===== config.mk =====
export PLATFORM = sky130hd
export DESIGN_NAME = alu_seq_ctrl
export DESIGN_NICKNAME = d
export VERILOG_FILES = /design/src/rtl/alu_seq_ctrl.sv
export SDC_FILE = /design/constraint.sdc
export NUM_CORES = 1
export LEC_CHECK = 0
export ABC_AREA = 1
export BUFFER_PORTS_ARGS = -buffer_cell sky130_fd_sc_hd__buf_2
export CORE_MARGIN = 2
export CORE_UTILIZATION = 50
export DETAILED_ROUTE_END_ITERATION = 6
export GPL_ROUTABILITY_DRIVEN = 0
export PLACE_DENSITY_LB_ADDON = 0.05
export SLEW_MARGIN = 15
export SYNTH_ARGS = -nofsm -noshare
export SYNTH_HDL_FRONTEND = slang
export SYNTH_SLANG_ARGS = --single-unit

===== constraint.sdc =====
create_clock -name CLK -period 1.75 [get_ports CLK]
set_input_delay 0.0875 -clock CLK [delete_from_list [all_inputs] [get_ports CLK]]
set_output_delay 0.0875 -clock CLK [all_outputs]
set_load 0.02 [all_outputs]

===== src/rtl/alu_seq_ctrl.sv =====
// ---------------------------------------------------------------------------
// alu_seq_ctrl
//
// Sequencing front-end for the 4-bit ALU. Operation requests are buffered in
// a small FIFO, then issued one at a time by driving the ALU operand and
// opcode registers for a single enabled cycle. The combinational ALU result
// is captured into a response register that is offered downstream over a
// valid/ready handshake.
//
// Ports
//   CLK, RST            clock, synchronous active-high reset
//   REQ_VALID/READY     request handshake (READY = FIFO not full)
//   REQ_A/B/OP          request operands and opcode (00 ADD, 01 SUB, 10 AND, 11 OR)
//   ALU_A/B/OP          registered operands/opcode driven to the ALU
//   ALU_EN              ALU master enable, high only in the execute cycle
//   ALU_RES/ALU_CB      ALU result and carry/borrow (combinational inputs)
//   RSP_VALID/READY     response handshake
//   RSP_RES/CB/ZERO/OP  captured result, carry/borrow, zero flag, opcode
//   OP_COUNT            completed responses, wraps
// ---------------------------------------------------------------------------
module alu_seq_ctrl #(
   parameter int DEPTH = 4,
   parameter int CNT_W = 8
) (
   input  logic             CLK,
   input  logic             RST,
   input  logic             REQ_VALID,
   output logic             REQ_READY,
   input  logic [3:0]       REQ_A,
   input  logic [3:0]       REQ_B,
   input  logic [1:0]       REQ_OP,
   output logic [3:0]       ALU_A,
   output logic [3:0]       ALU_B,
   output logic [1:0]       ALU_OP,
   output logic             ALU_EN,
   input  logic [3:0]       ALU_RES,
   input  logic             ALU_CB,
   output logic             RSP_VALID,
   input  logic             RSP_READY,
   output logic [3:0]       RSP_RES,
   output logic             RSP_CB,
   output logic             RSP_ZERO,
   output logic [1:0]       RSP_OP,
   output logic [CNT_W-1:0] OP_COUNT
);

   localparam int PTR_W  = (DEPTH > 1) ? $clog2(DEPTH) : 1;
   localparam int CNT_FW = PTR_W + 1;

   typedef enum logic [1:0] {
      S_IDLE = 2'd0,
      S_EXEC = 2'd1,
      S_RESP = 2'd2
   } state_t;

   state_t              state_q, state_d;

   // FIFO storage: {A[3:0], B[3:0], OP[1:0]}
   logic [9:0]          mem_q [DEPTH];
   logic [PTR_W-1:0]    wr_ptr_q, rd_ptr_q;
   logic [CNT_FW-1:0]   count_q;

   logic [3:0]          alu_a_q, alu_b_q;
   logic [1:0]          alu_op_q;
   logic [3:0]          rsp_res_q;
   logic                rsp_cb_q, rsp_zero_q;
   logic [1:0]          rsp_op_q;
   logic [CNT_W-1:0]    op_cnt_q;

   logic                push, pop, capture, rsp_hs;
   logic                alu_en, rsp_valid;
   logic                fifo_empty;
   logic [9:0]          head;

   // Ready comes only from the registered count: a full FIFO refuses a push
   // even when the FSM pops in the same cycle.
   assign REQ_READY  = (count_q != CNT_FW'(DEPTH));
   assign fifo_empty = (count_q == '0);
   assign push       = REQ_VALID && REQ_READY;
   assign head       = mem_q[rd_ptr_q];

   always_comb begin
      state_d   = state_q;
      pop       = 1'b0;
      capture   = 1'b0;
      rsp_hs    = 1'b0;
      alu_en    = 1'b0;
      rsp_valid = 1'b0;
      case (state_q)
         S_IDLE: begin
            if (!fifo_empty) begin
               pop     = 1'b1;
               state_d = S_EXEC;
            end
         end
         S_EXEC: begin
            alu_en  = 1'b1;
            capture = 1'b1;
            state_d = S_RESP;
         end
         S_RESP: begin
            rsp_valid = 1'b1;
            if (RSP_READY) begin
               rsp_hs = 1'b1;
               // Chain straight into the next operation to sustain one
               // response every two cycles.
               if (!fifo_empty) begin
                  pop     = 1'b1;
                  state_d = S_EXEC;
               end else begin
                  state_d = S_IDLE;
               end
            end
         end
         default: state_d = S_IDLE;
      endcase
   end

   always_ff @(posedge CLK) begin
      if (RST) begin
         state_q    <= S_IDLE;
         wr_ptr_q   <= '0;
         rd_ptr_q   <= '0;
         count_q    <= '0;
         alu_a_q    <= '0;
         alu_b_q    <= '0;
         alu_op_q   <= '0;
         rsp_res_q  <= '0;
         rsp_cb_q   <= 1'b0;
         rsp_zero_q <= 1'b0;
         rsp_op_q   <= '0;
         op_cnt_q   <= '0;
      end else begin
         state_q <= state_d;
         if (push) wr_ptr_q <= wr_ptr_q + PTR_W'(1);
         if (pop)  rd_ptr_q <= rd_ptr_q + PTR_W'(1);
         case ({push, pop})
            2'b10:   count_q <= count_q + CNT_FW'(1);
            2'b01:   count_q <= count_q - CNT_FW'(1);
            default: count_q <= count_q;
         endcase
         if (pop) begin
            alu_a_q  <= head[9:6];
            alu_b_q  <= head[5:2];
            alu_op_q <= head[1:0];
         end
         if (capture) begin
            rsp_res_q  <= ALU_RES;
            rsp_cb_q   <= ALU_CB;
            rsp_zero_q <= (ALU_RES == 4'h0);
            rsp_op_q   <= alu_op_q;
         end
         if (rsp_hs) op_cnt_q <= op_cnt_q + CNT_W'(1);
      end
   end

   // Entry storage carries no reset; occupancy is governed by the pointers.
   always_ff @(posedge CLK) begin
      if (push) mem_q[wr_ptr_q] <= {REQ_A, REQ_B, REQ_OP};
   end

   assign ALU_A     = alu_a_q;
   assign ALU_B     = alu_b_q;
   assign ALU_OP    = alu_op_q;
   assign ALU_EN    = alu_en;
   assign RSP_VALID = rsp_valid;
   assign RSP_RES   = rsp_res_q;
   assign RSP_CB    = rsp_cb_q;
   assign RSP_ZERO  = rsp_zero_q;
   assign RSP_OP    = rsp_op_q;
   assign OP_COUNT  = op_cnt_q;

endmodule


; Word level (Yosys, flattened, before mapping)
; Memories as Yosys holds them, arrays and structs flattened. A register that Yosys moved wholly into a read port is not among the register bits.
; Index checks and enable logic that the tools add are counted.
[classes]
n_addsub = 5
n_eq_ne = 7
mux = 14
n_reduce_logical = 6
[ops]
columns = operator, count
row1 = $mux W1, 9
row2 = $add A8 B1 Y8 const B, 1
row3 = $pmux W2 S3, 1
row4 = $pmux W3 S2, 1
row5 = $add A2 B1 Y2 const B, 2
row6 = $eq A2 B1 Y1 const B, 2
row7 = $eq A2 B2 Y1 const B, 2
row8 = $logic_not A4 Y1, 1
row9 = $mux W2, 2
row10 = $ne A2 B2 Y1 const B, 2
row11 = $add A3 B1 Y3 const B, 1
row12 = $logic_not A3 Y1, 1
row13 = $ne A3 B3 Y1 const B, 1
row14 = $sub A3 B1 Y3 const B, 1
row15 = $logic_not A2 Y1, 1
row16 = $pmux W1 S2, 1
row17 = $reduce_and A2 Y1, 1
row18 = $reduce_bool A2 Y1, 1
row19 = $logic_and A1 B1 Y1, 1
[word_totals]
reg_bits = 25
ramBits = 40
output_inout_bits = 29
n_memories = 1
[memory_table]
columns = memory, words, word_bits, read_ports, rd_ports_with_merged_regs, wr, line_no
row1 = mem_q, 4, 10, 1, 1, 1, 59  ; logic [9:0] mem_q [DEPTH];

; Logic depth before layout (Yosys ltp)
; Gate-level depths: netlist (run 1).
[logic_depth]
ltp_word = 6
mapped_depth = 12
ltp_nobuf = 11

; Least setup slack after synthesis (run 1)
; No wires, ideal clock.
[synth_path]
kind = flip-flop to flip-flop
from = register count_q[0]
to = register count_q[2]
setup_time_ns = 0.119
arrival_ns = 1.786
setup_slack_ns = -0.155
stages_incl_launch_ff = 10
path_buffers = 0
cell_sequence = dfxtp_1 > inv_1 > nand3_1 > nand2_1 > ha_1 > fa_1 > nand2_1 > nand2_1 > o21ai_0 > a21oi_1
[synth_lines]
columns = element, line_no
row1 = from (decl), 61  ; logic [CNT_FW-1:0] count_q;
row2 = from (signal assigned), 138  ; 2'b10: count_q <= count_q + CNT_FW'(1);
row3 = from (signal assigned), 139  ; 2'b01: count_q <= count_q - CNT_FW'(1);
row4 = from (signal assigned), 140  ; default: count_q <= count_q;
row5 = $ne A3 B3 Y1 (*), 77  ; assign REQ_READY = (count_q != CNT_FW'(DEPTH));
row6 = via REQ_READY, 28  ; output logic REQ_READY,
row7 = $logic_and A1 B1 Y1 (*), 79  ; assign push = REQ_VALID && REQ_READY;
row8 = $eq A2 B1 Y1 or $eq A2 B2 Y1 (tied branches), 137  ; case ({push, pop})
row9 = $pmux W3 S2 or $reduce_bool A2 Y1 (tied branches), --
; The timed path passes the listed nets; every way through them passes the cells marked *.
; A chain may end at the register's enable or synchronous reset.

; Worst setup path in the final report (run 1)
[layout_path]
from = register count_q[0]
to = register count_q[2]
[layout_via]
elab_chain_cells = 6
[layout_rtl]
columns = element, line_no
row1 = $logic_not A3 Y1, 78  ; assign fifo_empty = (count_q == '0);
row2 = $mux W1, "91, 107"
row3 = $mux W1, 103  ; if (RSP_READY) begin
row4 = $pmux W1 S2, 89  ; case (state_q)
row5 = $eq A2 B1 Y1 or $eq A2 B2 Y1 (tied branches), 137
row6 = $pmux W3 S2 or $reduce_bool A2 Y1 (tied branches), --
; Parallel ways exist; a longest one is shown, timed or not.

==> results.cfg, run 1 <==
[clock_tree]
cts.sinks = 75
cts_buffers = 9
clk_pin_slew_ns = 0.08
insertion_delay_ns = 0.34
cts_tree = yes
clockBufferDepth = 2
cts-htree-levels = 3
root_buffer = clkbuf_8

[logic_synthesis]
synthCells = 315
yosysWarnings = 0
synth.net_count = 341
synth_seq_cells = 75
synth.avg_cell_area_um2 = 9.75
syn_area_mm2 = 0.00307
seq_area_frac_synth_pct = 61.9
synth.distinct_cells = 26

[cells_and_area]
fin_util_pct = 64.9
multiInputGateArea_mm2 = 0.00102
finalInstanceArea_mm2 = 0.00384
layout_commonest_cell = nor2_1
mostFrequentLayoutCells = nor2_1 (92), buf_2 (47), edfxtp_1 (40), dfxtp_1 (32), nand2_1 (27)
drive_above_1_share_pct = 26.0
diodes = 0
fill_cells = 501
area_delta_synth_final_pct = 25.1
layout.nets = 417
seqCellArea_mm2 = 0.00191

[placed_design]
io_buffers = 47
place_area_mm2 = 0.00344
post-dp-hpwl_mm = 3.99

[timing]
timing.fmax_mhz = 616
tightest_slew_ns = 0.342
rsz0062_at_grt = true
post-route-period-util_pct = 92.7
finalCriticalPeriod_ns = 1.62
report.final.slew_viol_count = 0
hold_viol_final = 0
slew-limit-headroom_pct = 77.2
setup_tns_ns = 0
timing.hold.ws_ns = 0.0213
fin_worst_skew_ns = 0.00968
setup_viol = 0

[power_and_ir_drop]
power_mw = 5.82
clockPowerShare_pct = 25.1
internal-power_mw = 3.74
p_comb_share_pct = 34.8
ir_drop_mv = 0.757
power.density_mw_per_mm2 = 1510
p_sw_mw = 2.08
cellLeakagePower_nw = 1.66
p_seq_share_pct = 40.1
swShare_pct = 35.7

[grt]
grt_antenna_before_repair = 0
grt_pass1_vias = 2122
gr-usage-all-layers_pct = 18.9
grt.overflow.total = 0
grt_pass1_wl_mm = 9.40
grt_max_degree = 24

[worst_setup_path]
cp_max_fo = 3
cp-end-kind = register
critPathArrivalTime_ns = 1.89
critPathKind = register to register
worstPathRequired_ns = 2.02
crit_path_start_kind = register

[route]
routedWlPerCell_um = 12.6
routed_wl_mm = 5.95
post-route-drc-count = 0
ant_nets = 0
viasPerCell = 4.80
first_pass_iters = 4
vias = 2260
drt_first_iter_violations = 70

[floorplanning]
coreArea_mm2 = 0.00592
die_height_um = 82.4
rows = 28
die_area_mm2 = 0.00678
die_x_um = 82.4
start_util_pct = 51.9
pin_count = 48

[outcome]
status = complete, no violations

[flow_run]
cap_viol_max_count = 0

[min_path]
hold_path.class = input pin to register
-- path summary, 6_finish.rpt --
path	from	end	slack, ns	depth (start not counted)
setup reg to reg	count_q[0]	count_q[2]	0.13	11
hold reg to reg	state_q[0]	state_q[1]	0.44	1
setup / recovery	count_q[0]	count_q[2]	0.13	11
hold / removal	ALU_RES[3]	RSP_RES[3]	0.02	3
-- synthesized netlist by cell type --
library cell	instances	area, um2
nand2_1	28	105
nand3_2	3	30.0
xor2_1	4	35.0
a211oi_1	2	15.0
buf_6	4	45.0
fa_1	1	20.0
ha_1	6	75.1
o21a_1	1	7.51
nand4_1	3	18.8
a21oi_1	9	45.0
nor2_1	93	349
nand3_1	5	25.0
o21ai_1	24	120
a21oi_2	1	8.76
inv_2	3	11.3
nand2_4	1	11.3
nor3_1	1	5.00
buf_2	4	20.0
inv_1	23	86.3
nand2_2	2	12.5
dfxtp_1	35	701
buf_4	1	7.51
clkbuf_1	2	7.51
edfxtp_1	40	1200
o21ai_0	17	85.1
nor2_4	2	22.5
-- worst max-delay path, stage by stage, from the launching register on --
cell     delay, ns
dfxtp_4       0.37
inv_4         0.06
nand3_2       0.08
inv_2         0.07
nor2_4        0.04
ha_4          0.16
fa_2          0.39
nor2_2        0.10
nor2_1        0.04
nand2_1       0.07
o21ai_1       0.06
a21oi_1       0.11
-- sequential cells by signal (all words and copies together), names as in the netlist --
signal and cells:
count_q 3, OP_COUNT 8, ALU_B 4, mem_q 40, RSP_RES 4, state_q 2, rd_ptr_q 2, wr_ptr_q 2
RSP_OP 2, RSP_ZERO 1, RSP_CB 1, ALU_A 4, ALU_OP 2
-- cell type report --
cell class	instances	area share (%)
Clock buffer	9	3.22
Clock inverter	7	2.64
Timing Repair Buffer	76	13.0
Tap cell	75	2.44
Inverter	26	2.61
Sequential cell	75	49.7
Multi-Input combinational cell	203	26.4
-- routing by layer --
layer	wire [um]	GRT usage [%]	part of all wire (%)	vias up
met2	2860	33.8	48	36
met5	0	0	0	-
met3	239	3.91	4.0	6
met4	59	8.00	0.99	0
met1	2780	21.9	47	1030
li1	-	-	-	1188
-- power by group through the flow --
stage | combinational (mW) | clock, mW | sequential, mW
6_report | 2.02 | 1.46 | 2.33
3_5_place_dp | 1.91 | 0 | 2.36
3_3_place_gp | 1.87 | 0 | 2.35
2_1_floorplan | 1.26 | 0 | 2.52
4_1_cts | 1.94 | 1.49 | 2.32
5_1_grt | 2.30 | 1.56 | 2.37
-- cell families after synthesis --
group                      Yosys count  share of synthesized area, %
and+or+nand+nor                    138                          18.9
AOI/OAI and AO/OA                   54                          9.17
buffers and inverters               37                          5.79
adders and majority gates            7                          3.10
xor gates and xnor gates             4                          1.14
DFF                                 75                          61.9
-- repair_timing --
| item | CTS | global route |
|---|---|---|
| gates resized for setup | 0 | 11 |
| endpoints found under the hold margin | 43 | 0 |
| setup buffers | 0 | 3 |
| endpoints found under the setup margin | 0 | 2 |
| hold buffers | 13 | 0 |
-- per-stage QoR --
stage | std cells | worst slack (ns)
finish | 471 | 0.128
global placement | 439 | 0.121
floorplan | 315 | 0.0144
detailed placement | 439 | 0.0706
global route | 471 | -0.0439
CTS | 468 | 0.0471
Power figures use the tool's default switching activity.
==> run 2: changes to the inputs <==
--- a/config.mk
+++ b/config.mk
@@ -7,6 +7,7 @@
 export LEC_CHECK = 0
 export ABC_AREA = 1
 export BUFFER_PORTS_ARGS = -buffer_cell sky130_fd_sc_hd__buf_2
+export CORE_ASPECT_RATIO = 1.4
 export CORE_MARGIN = 2
 export CORE_UTILIZATION = 50
 export DETAILED_ROUTE_END_ITERATION = 6
==> results.cfg, run 2 (synthesis gave the netlist of run 1 again) <==
[route]
viasPerCell = 4.86
ant_nets = 0
routed_wl_mm = 5.73
post-route-drc-count = 0
routedWlPerCell_um = 12.3
first_pass_iters = 4
drt_first_iter_violations = 103
vias = 2253

[power_and_ir_drop]
swShare_pct = 36.8
power.density_mw_per_mm2 = 1490
p_seq_share_pct = 41.8
cellLeakagePower_nw = 1.63
ir_drop_mv = 0.842
p_comb_share_pct = 34.1
internal-power_mw = 3.56
p_sw_mw = 2.07
clockPowerShare_pct = 24.1

[placed_design]
io_buffers = 47
pre_cts_ws_ns = 0.0856
post-dp-hpwl_mm = 3.95

[cells_and_area]
drive_above_1_share_pct = 24.6
layout.nets = 415
layout_commonest_cell = nor2_1
diodes = 0
mostFrequentLayoutCells = nor2_1 (93), buf_2 (47), edfxtp_1 (40), dfxtp_1 (33), nand2_1 (27)
largest_register_ffs = 40
area_delta_synth_final_pct = 23.3
regMostFlops = mem_q

[grt]
grt_pass1_vias = 2191
grt.overflow.total = 0
gr-usage-all-layers_pct = 18.3
grt_antenna_before_repair = 0
grt_max_degree = 22
grt_pass1_wl_mm = 9.68

[worst_setup_path]
crit_path_start_kind = register
cp-end-kind = register
path_buf_inv = 1
cpMaxStageDelayCell = fa_2
critical_path.top_delay_family = adder cells
critPathArrivalTime_ns = 1.86
cp_max_fo = 5
cp_cell_sequence = inv_1, nand2_2, nor2_4, ha_2, fa_2, o21ai_0, a21oi_1
slowest_delay_ns = 0.43
critPathKind = register to register
worstPathRequired_ns = 1.99

[floorplanning]
coreArea_mm2 = 0.00590
die_area_mm2 = 0.00679
die_x_um = 70.2
pin_count = 48
die_height_um = 96.7
start_util_pct = 52.0
rows = 33

[timing]
slew-limit-headroom_pct = 72.9
fin_worst_skew_ns = 0.0119
finalWorstSetupSlack_ns = 0.128
finalCriticalPeriod_ns = 1.62
hold_viol_final = 0
report.final.slew_viol_count = 0
tightest_slew_ns = 0.405
setup_tns_ns = 0
post-route-period-util_pct = 92.7
setup_viol = 0
timing.fmax_mhz = 617
rsz0062_at_grt = false

[clock_tree]
cts_tree = yes
root_buffer = clkbuf_8
cts-htree-levels = 3
cts_setup_buffers = 0
insertion_delay_ns = 0.34
cts_buffers = 9
clockBufferDepth = 2
clk_pin_slew_ns = 0.09
cts.sinks = 75

[min_path]
hold_path.class = input pin to register

[outcome]
status = complete, no violations

[flow_run]
cap_viol_max_count = 0
==> run 2: tightest hold or removal path, cell delays in order <==
cell,delay (ns)
buf_2,0.10
inv_1,0.06
a211oi_1,0.07
==> run 2: power groups by stage <==
stage          Clock (mW)  Combinational [mW]  Sequential, mW
3_5_place_dp            0                1.90            2.39
5_1_grt              1.46                2.19            2.39
3_3_place_gp            0                1.88            2.38
6_report             1.36                1.92            2.36
2_1_floorplan           0                1.26            2.52
4_1_cts              1.39                1.94            2.35
==> run 2: repair_timing <==
| item | 4_1_cts | 5_1_grt |
|---|---|---|
| resized for setup | 0 | 4 |
| hold buffers | 14 | 0 |
| endpoints found under the setup margin | 0 | 1 |
| endpoints found under the hold margin | 44 | 0 |
==> run 2: stage by stage <==
stage / util [%] / std cells / cell area (um2) / hold slack [ns] / power [mW]
global route: 64.1 / 464 / 3780 / 0.00403 / 6.04
floorplan: - / 315 / 3080 / 0.186 / 3.79
detailed placement: 58.1 / 434 / 3430 / 0.302 / 4.29
global placement: 58.1 / 434 / 3430 / 0.299 / 4.26
CTS: 64.0 / 464 / 3780 / 0.00476 / 5.68
finish: 64.1 / 464 / 3780 / 0.0141 / 5.63
==> run 2: worst paths after layout <==
check              from         end  slack (ns)  depth (start not counted)
min reg2reg  state_q[0]  state_q[1]        0.44                          1
max          state_q[0]  count_q[1]        0.13                          7
min          ALU_RES[3]  RSP_RES[3]        0.01                          3
max reg2reg  state_q[0]  count_q[1]        0.13                          7
==> run 2: metal layers <==
| metal | part of all wire, % | GRT usage, % | routed length (um) |
|---|---|---|---|
| met3 | 3.6 | 5.31 | 204 |
| met5 | 0 | 0 | 0 |
| met1 | 42 | 20.3 | 2380 |
| met2 | 53 | 32.4 | 3030 |
| met4 | 1.8 | 6.95 | 104 |
==> run 2: layout make-up <==
| class | instances | area [um2] |
|---|---|---|
| clock buffers | 9 | 124 |
| clock inverters | 7 | 82.6 |
| flip-flops and latches | 75 | 1900 |
| well taps | 70 | 87.6 |
| multi-input cells | 203 | 1000 |
| repair buffers | 74 | 485 |
| inverters | 26 | 97.6 |
| fillers | 514 | 2120 |
